<file path="src/rtl/regfile_writeback.sv">
`default_nettype none
// ============================================================================
//  Module      : regfile_writeback
//  Description : Write-back stage in front of the register file. Arbitrates
//                ALU and multi-cycle results, buffers them in a FIFO, drives
//                the registered write port and tracks pending destinations.
//                Optional forwarding lookup enabled by REGFILE_WB_BYPASS_EN.
//  Revision    : 1.0 - initial release
// ============================================================================
module regfile_writeback #(
    parameter int DATA_W     = 16,
    parameter int ADDR_W     = 4,
    parameter int FIFO_DEPTH = 4
) (
    input  logic                          clk,
    input  logic                          rst,
    input  logic                          alu_valid,
    output logic                          alu_ready,
    input  logic [ADDR_W-1:0]             alu_rd,
    input  logic [DATA_W-1:0]             alu_data,
    input  logic                          mc_valid,
    output logic                          mc_ready,
    input  logic [ADDR_W-1:0]             mc_rd,
    input  logic [DATA_W-1:0]             mc_data,
    input  logic                          issue_valid,
    input  logic [ADDR_W-1:0]             issue_rd,
    input  logic                          wb_stall,
    output logic                          regWrite,
    output logic [ADDR_W-1:0]             A3,
    output logic [DATA_W-1:0]             WD3,
    output logic [2**ADDR_W-1:0]          pending,
    output logic [$clog2(FIFO_DEPTH):0]   fifo_count
`ifdef REGFILE_WB_BYPASS_EN
    ,
    input  logic [ADDR_W-1:0]             fwd_addr1,
    input  logic [ADDR_W-1:0]             fwd_addr2,
    output logic                          fwd_hit1,
    output logic                          fwd_hit2,
    output logic [DATA_W-1:0]             fwd_data1,
    output logic [DATA_W-1:0]             fwd_data2
`endif
);

    localparam int PTR_W = $clog2(FIFO_DEPTH);
    localparam int CNT_W = PTR_W + 1;
    localparam int NREG  = 2**ADDR_W;
    localparam logic [CNT_W-1:0] DEPTH_CNT = CNT_W'(FIFO_DEPTH);

    logic [ADDR_W-1:0] buf_rd   [FIFO_DEPTH];
    logic [DATA_W-1:0] buf_data [FIFO_DEPTH];
    logic [PTR_W-1:0]  wr_ptr;
    logic [PTR_W-1:0]  rd_ptr;
    logic              rr_mc;

    logic              full;
    logic              empty;
    logic              contended;
    logic              grant_alu;
    logic              grant_mc;
    logic              push;
    logic              pop;
    logic [ADDR_W-1:0] push_rd;
    logic [DATA_W-1:0] push_data;
    logic [NREG-1:0]   clr_mask;
    logic [NREG-1:0]   set_mask;

    // Ready is withheld whenever full, even if a pop would free a slot.
    always_comb begin
        full      = (fifo_count == DEPTH_CNT);
        empty     = (fifo_count == '0);
        contended = alu_valid && mc_valid;
        grant_alu = alu_valid && (!mc_valid || !rr_mc);
        grant_mc  = mc_valid && (!alu_valid || rr_mc);
        alu_ready = grant_alu && !full;
        mc_ready  = grant_mc && !full;
        push      = alu_ready || mc_ready;
        push_rd   = alu_ready ? alu_rd   : mc_rd;
        push_data = alu_ready ? alu_data : mc_data;
        pop       = !empty && !wb_stall;
    end

    always_ff @(posedge clk) begin
        if (push) begin
            buf_rd[wr_ptr]   <= push_rd;
            buf_data[wr_ptr] <= push_data;
        end
    end

    always_ff @(posedge clk or posedge rst) begin
        if (rst) begin
            wr_ptr     <= '0;
            rd_ptr     <= '0;
            fifo_count <= '0;
            rr_mc      <= 1'b0;
        end else begin
            if (push) begin
                wr_ptr <= wr_ptr + PTR_W'(1);
            end
            if (pop) begin
                rd_ptr <= rd_ptr + PTR_W'(1);
            end
            case ({push, pop})
                2'b10:   fifo_count <= fifo_count + CNT_W'(1);
                2'b01:   fifo_count <= fifo_count - CNT_W'(1);
                default: fifo_count <= fifo_count;
            endcase
            if (contended && push) begin
                rr_mc <= !rr_mc;
            end
        end
    end

    always_ff @(posedge clk or posedge rst) begin
        if (rst) begin
            regWrite <= 1'b0;
            A3       <= '0;
            WD3      <= '0;
        end else if (pop) begin
            regWrite <= 1'b1;
            A3       <= buf_rd[rd_ptr];
            WD3      <= buf_data[rd_ptr];
        end else begin
            regWrite <= 1'b0;
        end
    end

    // A same-edge issue wins over the commit clear of that register.
    always_comb begin
        clr_mask = '0;
        set_mask = '0;
        if (regWrite) begin
            clr_mask[A3] = 1'b1;
        end
        if (issue_valid) begin
            set_mask[issue_rd] = 1'b1;
        end
    end

    always_ff @(posedge clk or posedge rst) begin
        if (rst) begin
            pending <= '0;
        end else begin
            pending <= (pending & ~clr_mask) | set_mask;
        end
    end

`ifdef REGFILE_WB_BYPASS_EN
    logic [PTR_W-1:0] fwd_idx;
    logic             fwd_live;

    // Scan oldest to newest so the youngest matching entry overrides.
    always_comb begin
        fwd_hit1  = 1'b0;
        fwd_hit2  = 1'b0;
        fwd_data1 = '0;
        fwd_data2 = '0;
        fwd_idx   = '0;
        fwd_live  = 1'b0;
        if (regWrite && (A3 == fwd_addr1)) begin
            fwd_hit1  = 1'b1;
            fwd_data1 = WD3;
        end
        if (regWrite && (A3 == fwd_addr2)) begin
            fwd_hit2  = 1'b1;
            fwd_data2 = WD3;
        end
        for (int i = 0; i < FIFO_DEPTH; i++) begin
            fwd_idx  = rd_ptr + PTR_W'(i);
            fwd_live = (CNT_W'(i) < fifo_count);
            if (fwd_live && (buf_rd[fwd_idx] == fwd_addr1)) begin
                fwd_hit1  = 1'b1;
                fwd_data1 = buf_data[fwd_idx];
            end
            if (fwd_live && (buf_rd[fwd_idx] == fwd_addr2)) begin
                fwd_hit2  = 1'b1;
                fwd_data2 = buf_data[fwd_idx];
            end
        end
    end
`endif

endmodule
`default_nettype wire

</file>
<file path="config.mk">
export PLATFORM = sky130hd
export DESIGN_NAME = regfile_writeback
export DESIGN_NICKNAME = d
export VERILOG_FILES = /design/src/rtl/regfile_writeback.sv
export SDC_FILE = /design/constraint.sdc
export NUM_CORES = 1
export LEC_CHECK = 0
export ABC_AREA = 1
export CAP_MARGIN = 0
export CORE_UTILIZATION = 39
export CTS_CLUSTER_SIZE = 30
export DETAILED_ROUTE_END_ITERATION = 10
export PLACE_DENSITY = 0.72
export SYNTH_ARGS = -nofsm -noshare
export SYNTH_HDL_FRONTEND = slang
export SYNTH_SLANG_ARGS = --single-unit
export TNS_END_PERCENT = 10
</file>
<file path="constraint.sdc">
create_clock -name clk -period 2.4 [get_ports clk]
set_input_delay 0.48 -clock clk [delete_from_list [all_inputs] [get_ports clk]]
set_output_delay 0.48 -clock clk [all_outputs]
set_load 0.005 [all_outputs]
</file>
==> results.json, run 1 <==
{
  "drt-initial-drc-count": 211,
  "hold_viol_final": 0,
  "fin_nets": 694,
  "post-route-period-util_pct": 92.35,
  "first_global_vias": 3757,
  "outcome": "finished, final reports clean",
  "via_per_inst": 4.739,
  "timing.hold.ws_ns": 0.3051,
  "dp_cells": 799,
  "path_max_fanout": 4,
  "hold_class": "in2async",
  "p_int_mw": 6.241,
  "gp_congestion": 0.8644,
  "yosysWarnings": 0,
  "pre_cts_ws_ns": -0.04689,
  "final_area_um2": 7279,
  "synth_top_area_share_pct": 43.59,
  "grt_pass1_wl_mm": 17.75,
  "fillers": 1182,
  "cts.clk_slew.worst_paths_ns": 0.06,
  "postCtsHoldBufs": 0,
  "wl_per_cell_um": 13.36,
  "swShare_pct": 33.53,
  "crit_required_ns": 1.92,
  "ir_drop_mv": 0.5992,
  "grt_max_degree": 43,
  "setup_viol": 0,
  "die_area_um2": 14610,
  "die_w_um": 120.9,
  "r2r-start": "fifo_count[0]$_DFFE_PP0P_",
  "ios": 92,
  "h-tree-depth": 4,
  "postSynthCellCount": 533,
  "cts_root_buf": "clkbuf_16",
  "rsz0062_at_grt": "false",
  "worst_slew_pin_slew_ns": 0.6874,
  "routed_wirelength_mm": 11.11,
  "placed_cell_area_um2": 6669,
  "syn_area_um2": 5512,
  "grt_overflow": 0,
  "synth_top_area_cell": "edfxtp_1",
  "clkPwrFrac_pct": 26.9,
  "dr.pass1.iters": 5,
  "top_usage_layer": "met2",
  "grt_util_all_layers_pct": 16.06,
  "cp-end-kind": "primary output",
  "slew_headroom_pct": 54.10,
  "ys_seq_area_share_pct": 64.02,
  "layoutNonFillerInstCount": 831,
  "n_antenna_cell": 0,
  "p_per_area_nw_per_um2": 1290,
  "drc": 0,
  "ant_nets": 0,
  "clockBufferDepth": 2,
  "area_growth_pct": 32.08,
  "crit_start": "fifo_count[0]$_DFFE_PP0P_",
  "numCtsBuffers": 17,
  "num_vias": 3938,
  "slew_viol_final": 0,
  "fin_util_pct": 52.65,
  "ys_types": 28,
  "grt_use_met3_pct": 4.511,
  "cts_sinks": 125,
  "core_area_um2": 13830,
  "startpoint_type": "register",
  "die_y_um": 120.9,
  "combPwrFrac_pct": 34.9,
  "use_met1_pct": 19.96,
  "maxCapViolations": 0,
  "initial_core_util_pct": 39.86,
  "finalSetupTns_ns": 0,
  "syn_area_per_cell_um2": 10.34,
  "synth_area_leaders": "edfxtp_1, dfrtp_1, nand2_1, o21ai_0, nand2_4",
  "p_switching_mw": 3.148,
  "setup_ws_ns": 0.1835,
  "dp_hpwl_mm": 7.693,
  "drive_above_1_share_pct": 13.21,
  "crit_type": "reg2out",
  "max_freq_mhz": 451.2,
  "clkLatencyLatePin_ns": 0.41,
  "syn_nets": 589,
  "arrival_ns": 1.74,
  "antenna_found_initial": 0,
  "fin_skew_ns": 0.006023,
  "portBuffers": 91,
  "power_mw": 9.389,
  "use_met2_pct": 26.29,
  "p_leak_nw": 3.122,
  "ys_seq_elements": 125,
  "finalCriticalPeriod_ns": 2.216,
  "seq_power_share_pct": 38.2,
  "cts_tree": "done",
  "row_count": 43
}
-- synthesized netlist by cell type, drive strengths merged --
library cell and number:
nor2 31, xor2 2, a21boi 2, xnor2 1
dfrtp 45, nand2 227, fa 1, buf 19
o21ai 73, or2 1, nand3b 1, clkbuf 1
inv 29, edfxtp 80, a31oi 1, nand3 13
nand4 1, ha 5
-- metal layers --
layer / vias to the layer above / wire length, µm
met1: 1827 / 4857
met2: 143 / 5404
met4: 0 / 135
met3: 14 / 708
li1: 1954 / -
met5: - / 0
-- registers in the layout (all words and copies together), names as in the netlist --
| signal | flops |
|---|---|
| buf_rd | 16 |
| rr_mc | 1 |
| wr_ptr | 2 |
| rd_ptr | 2 |
| fifo_count | 3 |
| A3 | 4 |
| buf_data | 64 |
| regWrite | 1 |
| pending | 16 |
| WD3 | 16 |
-- cell families after synthesis --
kind of cell	Yosys count	synth area share [%]
AOI/OAI and AO/OA	76	7.083
DFF	125	64.02
and+or+nand+nor	274	22.57
buffers and inverters	49	4.359
xor gates and xnor gates	3	0.4768
adders and majority gates	6	1.498
-- worst max-delay path, stage by stage, from the launching register on --
cell             delay, ns
dfrtp_1               0.46
nor2_4                0.16
nand2_2               0.10
nand2_1               0.13
inv_1                 0.05
clkdlybuf4s50_1       0.43
-- cell usage in the layout, fill, tap and decap left out, types with 12 or more instances in the layout --
master / netlist / final
o21ai_1: 27 / 27
clkbuf_16: 0 / 17
edfxtp_1: 80 / 80
nand2_4: 20 / 20
nand3_1: 13 / 13
inv_1: 25 / 24
nor2_1: 30 / 30
dfrtp_1: 45 / 45
nand2_2: 13 / 13
nand2_1: 194 / 194
clkdlybuf4s50_1: 0 / 89
buf_4: 1 / 12
o21ai_0: 46 / 46
-- what timing repair did --
item,4_1_cts,5_1_grt
buffers inserted,0,0
gates resized for setup,0,3
endpoints found under the setup margin,0,2
-- worst paths after layout --
check | endpoint | slack, ns | cells after the start
max | mc_ready | 0.18 | 5
min | WD3[12]$_DFFE_PP0P_ | 0.31 | 2
max reg2reg | fifo_count[2]$_DFFE_PP0P_ | 0.38 | 12
min reg2reg | WD3[5]$_DFFE_PP0P_ | 0.48 | 2
max in group asynchronous | WD3[8]$_DFFE_PP0P_ | 1.40 | 3
min in group clk | rr_mc$_DFFE_PP0P_ | 0.45 | 3
-- layout make-up --
class	instances	area, µm²	area share [%]
clock buffers	17	425.4	5.844
multi-input cells	359	1750	24.05
flip-flops and latches	125	3528	48.47
inverters	29	111.4	1.530
clock inverters	15	172.7	2.372
well taps	180	225.2	3.094
repair buffers	106	1066	14.64
-- power groups by stage --
| stage | Combinational [mW] | Sequential, mW | Clock (mW) |
|---|---|---|---|
| finish | 3.27 | 3.59 | 2.53 |
| global route | 3.68 | 3.67 | 2.64 |
| CTS | 3.31 | 3.59 | 2.55 |
| detailed placement | 3.28 | 3.63 | 0 |
| global placement | 3.21 | 3.58 | 0 |
| floorplan | 1.87 | 3.58 | 0 |
Power figures use the tool's default switching activity.
==> run 2, diff against run 1 <==
CAP_MARGIN = default   (was 0)
==> results of run 2 <==
Same layout as run 1: the final DEF is identical, and so are final timing and power.
==> run 3, diff against run 2 <==
--- a/config.mk
+++ b/config.mk
@@ -11,4 +11,5 @@
 export DETAILED_ROUTE_END_ITERATION = 10
 export PLACE_DENSITY = 0.72
+export SLEW_MARGIN = 20
 export SYNTH_ARGS = -nofsm -noshare
 export SYNTH_HDL_FRONTEND = slang
==> constraint.sdc (replaced) <==
create_clock -name clk -period 2.4 [get_ports clk]
set_input_delay 0.48 -clock clk [delete_from_list [all_inputs] [get_ports clk]]
set_output_delay 0.48 -clock clk [all_outputs]
set_load 0.1 [all_outputs]
==> run 3 against run 2 <==
Worst setup slack improved by 0.031 ns. Global-route usage is 1.3 points higher. Core utilization fell by 0.44 points. Non-clock buffer count increased by 1.
==> results.json, run 3 (same netlist as run 1, synthesis figures left out) <==
{
  "outcome": "finished, final reports clean",
  "area_growth_pct": 30.96,
  "ios": 92,
  "post_cts_resized": 0,
  "initial_core_util_pct": 39.86,
  "h-tree-depth": 4,
  "finalCriticalPeriod_ns": 2.186,
  "grt_max_degree": 42,
  "hold_viol_final": 0,
  "fin_nets": 695,
  "cts_sinks": 125,
  "crit_required_ns": 1.92,
  "post-route-period-util_pct": 91.08,
  "top_register": "buf_data",
  "numCtsBuffers": 17,
  "grt_use_met3_pct": 3.055,
  "placed_cell_area_um2": 6648,
  "setup_viol": 0,
  "reg2reg_depth": 12,
  "max_freq_mhz": 457.5,
  "layout_commonest_cell": "nand2_1",
  "die_area_um2": 14610,
  "gp_congestion": 0.8906,
  "die_y_um": 120.9,
  "drc": 0,
  "use_met2_pct": 28.96,
  "wl_per_cell_um": 14.66,
  "drt-initial-drc-count": 346,
  "antenna_found_initial": 0,
  "via_per_inst": 4.847,
  "clockBufferDepth": 2,
  "clkLatencyLatePin_ns": 0.40,
  "cts_root_buf": "clkbuf_16",
  "first_global_vias": 3938,
  "hold_class": "in2async",
  "die_w_um": 120.9,
  "grt_util_all_layers_pct": 17.33,
  "grt_overflow": 0,
  "startpoint_type": "primary input",
  "drive_above_1_share_pct": 20.71,
  "slew_viol_final": 0,
  "largest_register_ffs": 64,
  "fin_util_pct": 52.20,
  "num_vias": 4033,
  "core_area_um2": 13830,
  "dp_hpwl_mm": 8.082,
  "crit_type": "in2out",
  "row_count": 43,
  "routed_wirelength_mm": 12.20,
  "n_antenna_cell": 0,
  "cts_tree": "done",
  "cp-end-kind": "primary output",
  "grt_pass1_wl_mm": 19.26,
  "fin_skew_ns": 0.007231,
  "arrival_ns": 1.71,
  "postCtsHoldBufs": 0,
  "use_met1_pct": 22.06,
  "post_cts_buffers": 0,
  "final_cell_mix": "nand2_1, edfxtp_1, buf_4",
  "top_usage_layer": "met2",
  "path_max_fanout": 7,
  "worst_slew_pin_slew_ns": 0.6973,
  "final_area_um2": 7218,
  "ant_nets": 0,
  "maxCapViolations": 0,
  "cts.clk_slew.worst_paths_ns": 0.05,
  "dr.pass1.iters": 5,
  "portBuffers": 91,
  "rsz0062_at_grt": "false",
  "slew_headroom_pct": 53.46
}
run 3: final timing paths:
check | start | end | slack [ns]
hold reg to reg | WD3[4]$_DFFE_PP0P_ | WD3[4]$_DFFE_PP0P_ | 0.48
setup / recovery | alu_valid | alu_ready | 0.21
max in group asynchronous | rst | fifo_count[0]$_DFFE_PP0P_ | 1.32
min in group clk | WD3[4]$_DFFE_PP0P_ | WD3[4]$_DFFE_PP0P_ | 0.48
hold / removal | rst | pending[2]$_DFF_PP0_ | 0.46
setup reg to reg | fifo_count[0]$_DFFE_PP0P_ | fifo_count[2]$_DFFE_PP0P_ | 0.44
run 3: cell type report:
class / instances / area (µm²)
fill: 1213 / 6609
sequential: 125 / 3532
multi-input combinational: 359 / 1753
timing repair buffer: 107 / 1026
clock buffer: 27 / 544.3
tap: 180 / 225.2
inverter: 29 / 111.4
clock inverter: 5 / 26.28
run 3: worst max-delay path: stages:
cell and delay [ns]:
clkdlybuf4s50_1 0.52, a21boi_2 0.21, nand2_4 0.06, buf_4 0.18, inv_4 0.08, buf_12 0.17
run 3: routing by layer:
metal	share of wire, %	up-vias
li1	-	1964
met1	44	1926
met2	50	126
met3	5.0	17
met4	1.5	0
met5	0	-
run 3: metrics by stage:
| stage | TNS (ns) | std cells | setup WS (ns) | hold slack, ns |
|---|---|---|---|---|
| floorplan | 0 | 533 | 0.1605 | 0.5244 |
| global placement | 0 | 800 | 0.05319 | 0.4664 |
| detailed placement | -0.01902 | 800 | -0.01623 | 0.4732 |
| CTS | 0 | 832 | 0.1977 | 0.4809 |
| global route | 0 | 832 | 0.1193 | 0.5065 |
| finish | 0 | 832 | 0.2142 | 0.4646 |
Power of run 3 is left out: the tool's default activity adds up to more than one toggle a clock period on the data nets, which glitch-free logic cannot reach.
